--- src/rtl/ps2_host_tx.sv ---
// ps2_host_tx: sends one command byte to a PS/2 device (inhibit, request-to-send, 11-bit frame, ACK check).
// Latency: INHIBIT_CYCLES + 1 cycles to request-to-send, then paced by the device clock, then a bus-idle wait.
// Backpressure: start is taken only while busy=0; a start seen during a transfer is dropped, never queued.

module ps2_host_tx #(
   parameter int INHIBIT_CYCLES = 6000,
   parameter int TIMEOUT_CYCLES = 1000000
) (
   input  logic       CLK,
   input  logic       reset,
   input  logic       start,
   input  logic [7:0] din,
   input  logic       ps2c_in,
   input  logic       ps2d_in,
   output logic       ps2c_oe,
   output logic       ps2d_oe,
   output logic       busy,
   output logic       tx_done_tick,
   output logic       err
);

   // One down-counter serves both the inhibit interval and the no-activity timeout,
   // so it is sized for whichever load value is larger.
   localparam int CNT_MAX = (INHIBIT_CYCLES > TIMEOUT_CYCLES) ? INHIBIT_CYCLES : TIMEOUT_CYCLES;
   localparam int CW      = $clog2(CNT_MAX + 1);
   localparam logic [CW-1:0] INH_LD = CW'(INHIBIT_CYCLES);
   localparam logic [CW-1:0] TO_LD  = CW'(TIMEOUT_CYCLES);
   localparam logic [CW-1:0] CNT_ONE = CW'(1);

   typedef enum logic [2:0] {
      S_IDLE,
      S_INHIBIT,
      S_RTS,
      S_SHIFT,
      S_ACK,
      S_WAIT_IDLE
   } state_t;

   // Pin conditioning
   logic       c_meta_q, c_sync_q;
   logic       d_meta_q, d_sync_q;
   logic [7:0] filt_sh_q;
   logic       filt_q, filt_d;
   logic       fall_tick;

   // Transfer state
   state_t          state_q;
   logic [8:0]      sh_q;
   logic [3:0]      n_q;
   logic [CW-1:0]   cnt_q;
   logic            to_active;
   logic            to_expired;

   // Two-flop synchronizers on both pins; an idle PS/2 bus sits high.
   always_ff @(posedge CLK or posedge reset) begin
      if (reset) begin
         c_meta_q <= 1'b1;
         c_sync_q <= 1'b1;
         d_meta_q <= 1'b1;
         d_sync_q <= 1'b1;
      end else begin
         c_meta_q <= ps2c_in;
         c_sync_q <= c_meta_q;
         d_meta_q <= ps2d_in;
         d_sync_q <= d_meta_q;
      end
   end

   // Filtered clock level moves only after eight identical synchronized samples.
   always_comb begin
      filt_d = filt_q;
      if (filt_sh_q == 8'h00) begin
         filt_d = 1'b0;
      end else if (filt_sh_q == 8'hFF) begin
         filt_d = 1'b1;
      end
   end

   // Clock sample history and filtered level.
   always_ff @(posedge CLK or posedge reset) begin
      if (reset) begin
         filt_sh_q <= 8'hFF;
         filt_q    <= 1'b1;
      end else begin
         filt_sh_q <= {filt_sh_q[6:0], c_sync_q};
         filt_q    <= filt_d;
      end
   end

   // A falling edge of the filtered clock is seen in the cycle before filt_q drops.
   assign fall_tick = filt_q & ~filt_d;

   // The device-paced phases share one watchdog; it only counts there.
   assign to_active  = (state_q == S_SHIFT) || (state_q == S_ACK) || (state_q == S_WAIT_IDLE);
   assign to_expired = to_active && (cnt_q == '0);

   // Transfer sequencer. ps2d_oe is itself the inverted current-bit register while shifting:
   // it is loaded with the start bit on SHIFT entry and with ~sh_q[0] on every fall.
   always_ff @(posedge CLK or posedge reset) begin
      if (reset) begin
         state_q      <= S_IDLE;
         sh_q         <= '0;
         n_q          <= '0;
         cnt_q        <= '0;
         ps2c_oe      <= 1'b0;
         ps2d_oe      <= 1'b0;
         busy         <= 1'b0;
         tx_done_tick <= 1'b0;
         err          <= 1'b0;
      end else begin
         tx_done_tick <= 1'b0;
         if (to_expired) begin
            // Device stopped clocking: release both lines and report failure.
            ps2c_oe      <= 1'b0;
            ps2d_oe      <= 1'b0;
            err          <= 1'b1;
            tx_done_tick <= 1'b1;
            busy         <= 1'b0;
            state_q      <= S_IDLE;
         end else begin
            case (state_q)
               S_IDLE: begin
                  if (start) begin
                     // Parity bit makes the nine bits odd.
                     sh_q    <= {~^din, din};
                     err     <= 1'b0;
                     cnt_q   <= INH_LD;
                     busy    <= 1'b1;
                     ps2c_oe <= 1'b1;
                     ps2d_oe <= 1'b0;
                     state_q <= S_INHIBIT;
                  end
               end

               S_INHIBIT: begin
                  // Hold the clock low; counter was loaded on entry so this lasts INHIBIT_CYCLES.
                  if (cnt_q <= CNT_ONE) begin
                     ps2d_oe <= 1'b1;
                     state_q <= S_RTS;
                  end else begin
                     cnt_q <= cnt_q - CNT_ONE;
                  end
               end

               S_RTS: begin
                  // Data already low (start bit); release the clock so the device starts clocking.
                  n_q     <= '0;
                  cnt_q   <= TO_LD;
                  ps2c_oe <= 1'b0;
                  ps2d_oe <= 1'b1;
                  state_q <= S_SHIFT;
               end

               S_SHIFT: begin
                  if (fall_tick) begin
                     // The stop bit arrives as the 1 shifted in behind the parity bit.
                     ps2d_oe <= ~sh_q[0];
                     sh_q    <= {1'b1, sh_q[8:1]};
                     n_q     <= n_q + 4'd1;
                     cnt_q   <= TO_LD;
                     if (n_q == 4'd9) begin
                        state_q <= S_ACK;
                     end
                  end else begin
                     cnt_q <= cnt_q - CNT_ONE;
                  end
               end

               S_ACK: begin
                  // Device pulls data low for ACK; high means it rejected the frame.
                  if (fall_tick) begin
                     err     <= d_sync_q;
                     cnt_q   <= TO_LD;
                     state_q <= S_WAIT_IDLE;
                  end else begin
                     cnt_q <= cnt_q - CNT_ONE;
                  end
               end

               S_WAIT_IDLE: begin
                  // Finish only once the device has released both lines.
                  if (filt_q && d_sync_q) begin
                     tx_done_tick <= 1'b1;
                     busy         <= 1'b0;
                     state_q      <= S_IDLE;
                  end else if (fall_tick) begin
                     cnt_q <= TO_LD;
                  end else begin
                     cnt_q <= cnt_q - CNT_ONE;
                  end
               end

               default: begin
                  ps2c_oe <= 1'b0;
                  ps2d_oe <= 1'b0;
                  busy    <= 1'b0;
                  state_q <= S_IDLE;
               end
            endcase
         end
      end
   end

endmodule

--- config.mk ---
export PLATFORM = sky130hd
export DESIGN_NAME = ps2_host_tx
export DESIGN_NICKNAME = d
export VERILOG_FILES = /design/src/rtl/ps2_host_tx.sv
export SDC_FILE = /design/constraint.sdc
export NUM_CORES = 1
export LEC_CHECK = 0
export BUFFER_PORTS_ARGS = -buffer_cell sky130_fd_sc_hd__buf_2
export CAP_MARGIN = 20
export CORE_MARGIN = 2
export CORE_UTILIZATION = 60
export CTS_CLUSTER_SIZE = 25
export DETAILED_ROUTE_END_ITERATION = 16
export PLACE_DENSITY = 0.79
export SLEW_MARGIN = 40
export SYNTH_ARGS = -nofsm -noshare
export SYNTH_HDL_FRONTEND = slang
export SYNTH_SLANG_ARGS = --single-unit
export TNS_END_PERCENT = 5
--- constraint.sdc ---
create_clock -name CLK -period 3.7 [get_ports CLK]
set_input_delay 0.555 -clock CLK [delete_from_list [all_inputs] [get_ports CLK]]
set_output_delay 0.555 -clock CLK [all_outputs]
set_load 0.02 [all_outputs]
==> results of run 1 <==
cell type report:
class / count / area, sq um
clock buffers: 7 / 76.3
clock inverters: 1 / 6.26
fillers: 414 / 1830
inverters: 8 / 32.5
multi-input cells: 240 / 1600
flip-flops and latches: 54 / 1370
well taps: 70 / 87.6
repair buffers: 20 / 108
cells in the mapped netlist (2+ instances only):
cell type | number | area share, %
a21boi_0 | 3 | 0.71
a21oi_1 | 7 | 1.1
a22o_1 | 8 | 2.2
a31oi_1 | 3 | 0.59
a32o_1 | 6 | 1.9
clkbuf_1 | 10 | 1.2
clkbuf_8 | 6 | 2.6
dfrtp_1 | 41 | 32
dfstp_2 | 13 | 11
ha_1 | 4 | 1.6
inv_1 | 8 | 0.94
mux2_2 | 8 | 2.8
mux2i_1 | 2 | 0.63
nand2_1 | 37 | 4.4
nand2b_1 | 3 | 0.59
nand3_1 | 15 | 2.4
nand3b_1 | 2 | 0.47
nand4_1 | 5 | 0.98
nand4b_1 | 4 | 1.1
nor2_1 | 21 | 2.5
nor2b_1 | 4 | 0.79
nor3_1 | 12 | 1.9
nor4_1 | 6 | 1.2
o211a_1 | 2 | 0.63
o211ai_1 | 10 | 2.4
o21a_1 | 5 | 1.2
o21ai_0 | 11 | 1.7
o21bai_1 | 2 | 0.47
o22a_1 | 3 | 0.83
o2bb2ai_1 | 4 | 1.1
o311ai_0 | 2 | 0.55
o31ai_1 | 8 | 1.9
o41ai_1 | 6 | 1.7
or3_1 | 4 | 0.79
or3b_2 | 2 | 0.55
xnor2_1 | 5 | 1.4
xor2_1 | 2 | 0.55
registers in the layout, summed over array words and instances (netlist names), 3 cells and up:
name and flops:
sh_q 9, cnt_q 20, filt_sh_q 8, n_q 4, state_q 3
layout by cell type (no fill, tap or decap), types with 6 or more instances in the layout:
cell type  netlist  final
dfrtp_1         41     41
nand2_1         37     37
nor2_1          21     21
buf_2            0     17
nand3_1         15     15
dfstp_2         13     13
nor3_1          12     12
o21ai_0         11     11
o211ai_1        10     10
o31ai_1          8      8
a22o_1           8      8
mux2_2           8      8
a21oi_1          7      7
inv_1            8      7
nor4_1           6      6
o41ai_1          6      6
a32o_1           6      6
critical path, delay by kind of cell (launching register included):
kind	cells	cell delay, ns
flops	1	0.68
compound gates	2	0.94
mux	1	0.41
simple gates	2	0.48
buf+inv	1	0.18
worst max path at each step:
stage | startpoint | endpoint | slack [ns] | cells past startpoint
2_1_floorplan | cnt_q[4]$_DFFE_PP0P_ | cnt_q[11]$_DFFE_PP0P_ | 1.37 | 7
3_3_place_gp | state_q[2]$_DFFE_PP0P_ | sh_q[5]$_DFFE_PP0P_ | 1.05 | 6
3_5_place_dp | state_q[2]$_DFFE_PP0P_ | sh_q[0]$_DFFE_PP0P_ | 0.95 | 6
4_1_cts | state_q[2]$_DFFE_PP0P_ | sh_q[0]$_DFFE_PP0P_ | 0.92 | 6
5_1_grt | state_q[2]$_DFFE_PP0P_ | sh_q[0]$_DFFE_PP0P_ | 0.68 | 6
6_report | state_q[2]$_DFFE_PP0P_ | sh_q[0]$_DFFE_PP0P_ | 0.90 | 6
power groups by stage:
stage	Sequential (uW)	Combinational, uW	Clock [uW]
2_1_floorplan	916	1110	0
3_3_place_gp	992	1190	0
3_5_place_dp	998	1210	0
4_1_cts	990	1220	320
5_1_grt	1030	1350	349
6_report	998	1220	316
kinds of logic after synthesis:
kind of cell | Yosys count
xor gates and xnor gates | 7
AOI/OAI and AO/OA | 90
buffers and inverters | 28
and+or+nand+nor | 128
DFF | 54
muxes | 11
adders and majority gates | 4
metal layers:
metal	wire length, um	vias to the layer above	share of wire (%)
li1	-	1226	-
met1	3290	1223	50
met2	2910	87	44
met3	321	5	4.9
met4	74	0	1.1
met5	0	-	0
per-stage QoR:
| stage | setup slack (ns) | area [sq um] | util [%] |
|---|---|---|---|
| 3_5_place_dp | 0.947 | 3190 | 62.5 |
| 4_1_cts | 0.917 | 3280 | 64.1 |
| 6_report | 0.901 | 3280 | 64.1 |
| 2_1_floorplan | 1.37 | 3180 | - |
| 3_3_place_gp | 1.05 | 3190 | 62.5 |
| 5_1_grt | 0.683 | 3280 | 64.1 |
==> flow_summary.yaml, run 1 <==
power_and_ir_drop:
  pwr_density_cell_nw_per_um2: 775
  vdd_drop_max_mv: 0.471
  switchingPower_uw: 1090
  p_clk_share_pct: 12.5
  combPwrFrac_pct: 48.2
  p_sw_share_pct: 42.8
  p_seq_share_pct: 39.3
  total_power_uw: 2540
  p_leak_uw: 0.00136
  cellInternalPower_uw: 1450
setup_path:
  r2r_setup_slack_ns: 0.90
  setup.worst_path.start_class: "flip-flop"
  required_ns: 3.90
  timing.rr.end: "sh_q[0]$_DFFE_PP0P_"
  arrival_ns: 3.00
  criticalPathCategory: "reg2reg"
  cp_cell_sequence: "and3b_1 > o21ai_0 > nor3_1 > buf_4 > o31ai_2 > mux2_2"
  max_stage_delay_ns: 0.68
  critPathSlowestCell: "dfrtp_1"
  worstPathMaxFanout: 19
  ff2ff_path_depth: 6
  worstReg2RegStart: "state_q[2]$_DFFE_PP0P_"
  end_kind: "flip-flop"
timing:
  whs_ns: 0.337
  drv_slew: 0
  finalCriticalPeriod_ns: 2.80
  fmax_mhz: 357
  tightest_slew_ns: 0.782
  finalCritPeriodShare_pct: 75.7
  slew_headroom_pct: 47.6
  tns_ns: 0
  clock_skew_ns: 0.00513
  hold_violations: 0
  rsz0062_at_grt: "false"
  finalSetupViolCount: 0
placement:
  port_buffers: 17
  gp_congestion: 0.859
  dp_cells: 392
  dpl.hpwl_um: 4660
clocking:
  ctsHoldBuffers: 0
  cts_tree: "built"
  clkTransAtPathRegs_ns: 0.09
  h-tree-depth: 2
  numClockSinks: 54
  numCtsBuffers: 5
  clkLatencyLatePin_ns: 0.30
  post_cts_resized: 0
  root_buffer: "clkbuf_8"
  cts_setup_buffers: 0
  cts_buffer_depth: 2
run:
  drv_cap: 0
min_path:
  hold_class: "in2async"
yosys:
  synth.distinct_cells: 65
  synth.avg_cell_area_sq_um: 9.87
  synth_mux_area_share_pct: 3.94
  synth_edf_count: 0
  synth_xor_area_share_pct: 1.93
  netlist_area_sq_um: 3180
  synth-seq-cells: 54
  ys_seq_area_share_pct: 43.0
  syn_inst: 322
  synth_simple_gate_area_share_pct: 21.1
  yosysWarnings: 0
  synthFlopType: "dfrtp_1"
  synth-compound-area-share_pct: 21.7
  synth_nets: 339
  async_reset_ff_share_pct: 100
  synth_top_family_by_area: "compound AO/OA/AOI/OAI gates"
  synthAdderAreaFrac_pct: 1.57
global_routing:
  grtUsageMet3_pct: 4.24
  grt_overflow_total: 0
  grt_pass1_wl_um: 11400
  met2_usage_pct: 34.6
  busiest_layer: "met1"
  grt.total_usage_pct: 23.9
  grt_start_max_net_pins: 55
  antenna_found_initial: 0
  grt_pass1_vias: 2320
  gr-usage-met1_pct: 36.6
final_layout:
  final_nets: 346
  syn_to_final_growth_pct: 3.03
  num_antenna_cells: 0
  drive_gt1_share_pct: 18.8
  final_cells: 400
floorplan:
  core-area_sq_um: 5110
  chipHeight_um: 76.8
  io_pins: 18
  start_util_pct: 62.2
  die_w_um: 76.8
  die-area_sq_um: 5900
  num_rows: 26
detailed_routing:
  ant_nets: 0
  num_vias: 2541
  drt-initial-drc-count: 393
  drt-pass1-iter-count: 5
  drt_wl_total_um: 6590
  vias_per_cell: 6.35
  drt-wirelength-per-cell_um: 16.5
  drc: 0
status:
  status: "finished, final reports clean"
(Power assumes the default switching activity.)
==> inputs of run 2 (changes only) <==
==> constraint.sdc (replaced) <==
create_clock -name CLK -period 2.9 [get_ports CLK]
set_input_delay 0.435 -clock CLK [delete_from_list [all_inputs] [get_ports CLK]]
set_output_delay 0.435 -clock CLK [all_outputs]
set_load 0.02 [all_outputs]
==> flow_summary.yaml, run 2 (synthesis results as in run 1) <==
status:
  status: "finished, final reports clean"
timing:
  fmax_mhz: 392
  drv_slew: 0
  slew_headroom_pct: 44.8
  clock_skew_ns: 0.0161
  setup_ws_ns: 0.349
  finalCriticalPeriod_ns: 2.55
  tightest_slew_ns: 0.823
  finalCritPeriodShare_pct: 88.0
  rsz0062_at_grt: "false"
  hold_violations: 0
  tns_ns: 0
  finalSetupViolCount: 0
clocking:
  post_cts_resized: 0
  root_buffer: "clkbuf_8"
  cts_tree: "built"
  numClockSinks: 54
  h-tree-depth: 2
  ctsHoldBuffers: 0
  cts_setup_buffers: 0
  cts_buffer_depth: 2
  clkLatencyLatePin_ns: 0.32
  numCtsBuffers: 5
  clkTransAtPathRegs_ns: 0.10
floorplan:
  die-area_sq_um: 5900
  io_pins: 18
  start_util_pct: 62.2
  core-area_sq_um: 5110
  num_rows: 26
  die_w_um: 76.8
  chipHeight_um: 76.8
detailed_routing:
  drc: 0
  drt_wl_total_um: 6630
  vias_per_cell: 6.41
  drt-wirelength-per-cell_um: 16.2
  drt-pass1-iter-count: 5
  wl_met1_um: 3180
  met3_length_um: 398
  drt-initial-drc-count: 349
  routed.top_layer: "met4"
  num_vias: 2621
  ant_nets: 0
  met2WireLength_um: 2960
global_routing:
  grt.total_usage_pct: 24.0
  grt_overflow_total: 0
  grt_start_max_net_pins: 22
  grt_pass1_wl_um: 11400
  grt_pass1_vias: 2361
  antenna_found_initial: 0
final_layout:
  mostFrequentLayoutCells: "dfrtp_1, nand2_1, nor2_1"
  final_common_cell: "dfrtp_1"
  reg_top3: "cnt_q x20, sh_q x9, filt_sh_q x8"
  fillers: 440
  num_antenna_cells: 0
  final_nets: 355
  drive_gt1_share_pct: 21.2
  syn_to_final_growth_pct: 5.19
  largest_reg_flops: 20
  regMostFlops: "cnt_q"
  postLayoutCellArea_sq_um: 3340
  final_cells: 409
placement:
  gp_congestion: 0.940
  place_ws_ns: 0.386
  port_buffers: 17
  placed_area_sq_um: 3260
  dpl.hpwl_um: 4810
  dp_cells: 401
setup_path:
  end_kind: "flip-flop"
  arrival_ns: 2.77
  setup.worst_path.start_class: "flip-flop"
  criticalPathCategory: "reg2reg"
  worstPathMaxFanout: 21
  required_ns: 3.11
power_and_ir_drop:
  total_power_uw: 3300
  p_leak_uw: 0.00141
  vdd_drop_max_mv: 0.589
  pwr_density_cell_nw_per_um2: 985
run:
  drv_cap: 0
min_path:
  hold_class: "in2async"
## run 2: cell types whose count changed in the layout (fill, tap and decap cells not counted)
cell and delta:
buf_4 +9, clkbuf_1 -1, clkinv_2 +1, inv_2 +1
inv_4 -2, inv_6 +1
## run 2: area by class of cell
class,instances,area (sq um),area share (%)
repair buffers,29,175,5.24
well taps,70,87.6,2.62
clock inverters,2,13.8,0.412
flip-flops and latches,54,1370,40.9
inverters,8,30.0,0.898
clock buffers,6,72.6,2.17
multi-input cells,240,1600,47.8
## run 2: final timing paths
path                                             from              endpoint  slack [ns]  cells after the start
worst max register to register  cnt_q[14]$_DFFE_PP0P_  cnt_q[1]$_DFFE_PP0P_        0.35                      5
max in group asynchronous                       reset    d_meta_q$_DFF_PP1_        2.23                      3
min in group CLK                              ps2c_in    c_meta_q$_DFF_PP1_        0.21                      1
worst min-delay path                            reset    n_q[3]$_DFFE_PP0P_        0.05                      2
worst min register to register     d_meta_q$_DFF_PP1_    d_sync_q$_DFF_PP1_        0.36                      0
worst max-delay path            cnt_q[14]$_DFFE_PP0P_  cnt_q[1]$_DFFE_PP0P_        0.35                      5
## run 2: per-layer routing
metal  vias up  GRT usage [%]
met4         0           6.91
li1       1246              -
met3        13           4.24
met2        99           35.7
met1      1263           35.9
met5         -              0
## run 2: power by group
| group | switching (uW) | internal [uW] |
|---|---|---|
| Sequential | 253 | 991 |
| Clock | 242 | 172 |
| Combinational | 915 | 723 |
| Total | 1410 | 1890 |
## run 2: worst max-delay path, stage by stage (launching register included)
cell and delay [ns]:
dfrtp_1 0.46, nor3_1 0.45, nand2_1 0.24, or4_4 0.71, and2_4 0.28, mux2_4 0.31
## run 2: through the flow
step	util (%)	hold slack, ns
after floorplan	-	0.345
after detailed placement	63.8	0.348
after CTS	65.5	0.0604
after global routing	65.5	0.0627
final	65.5	0.0490
after global placement	63.8	0.348
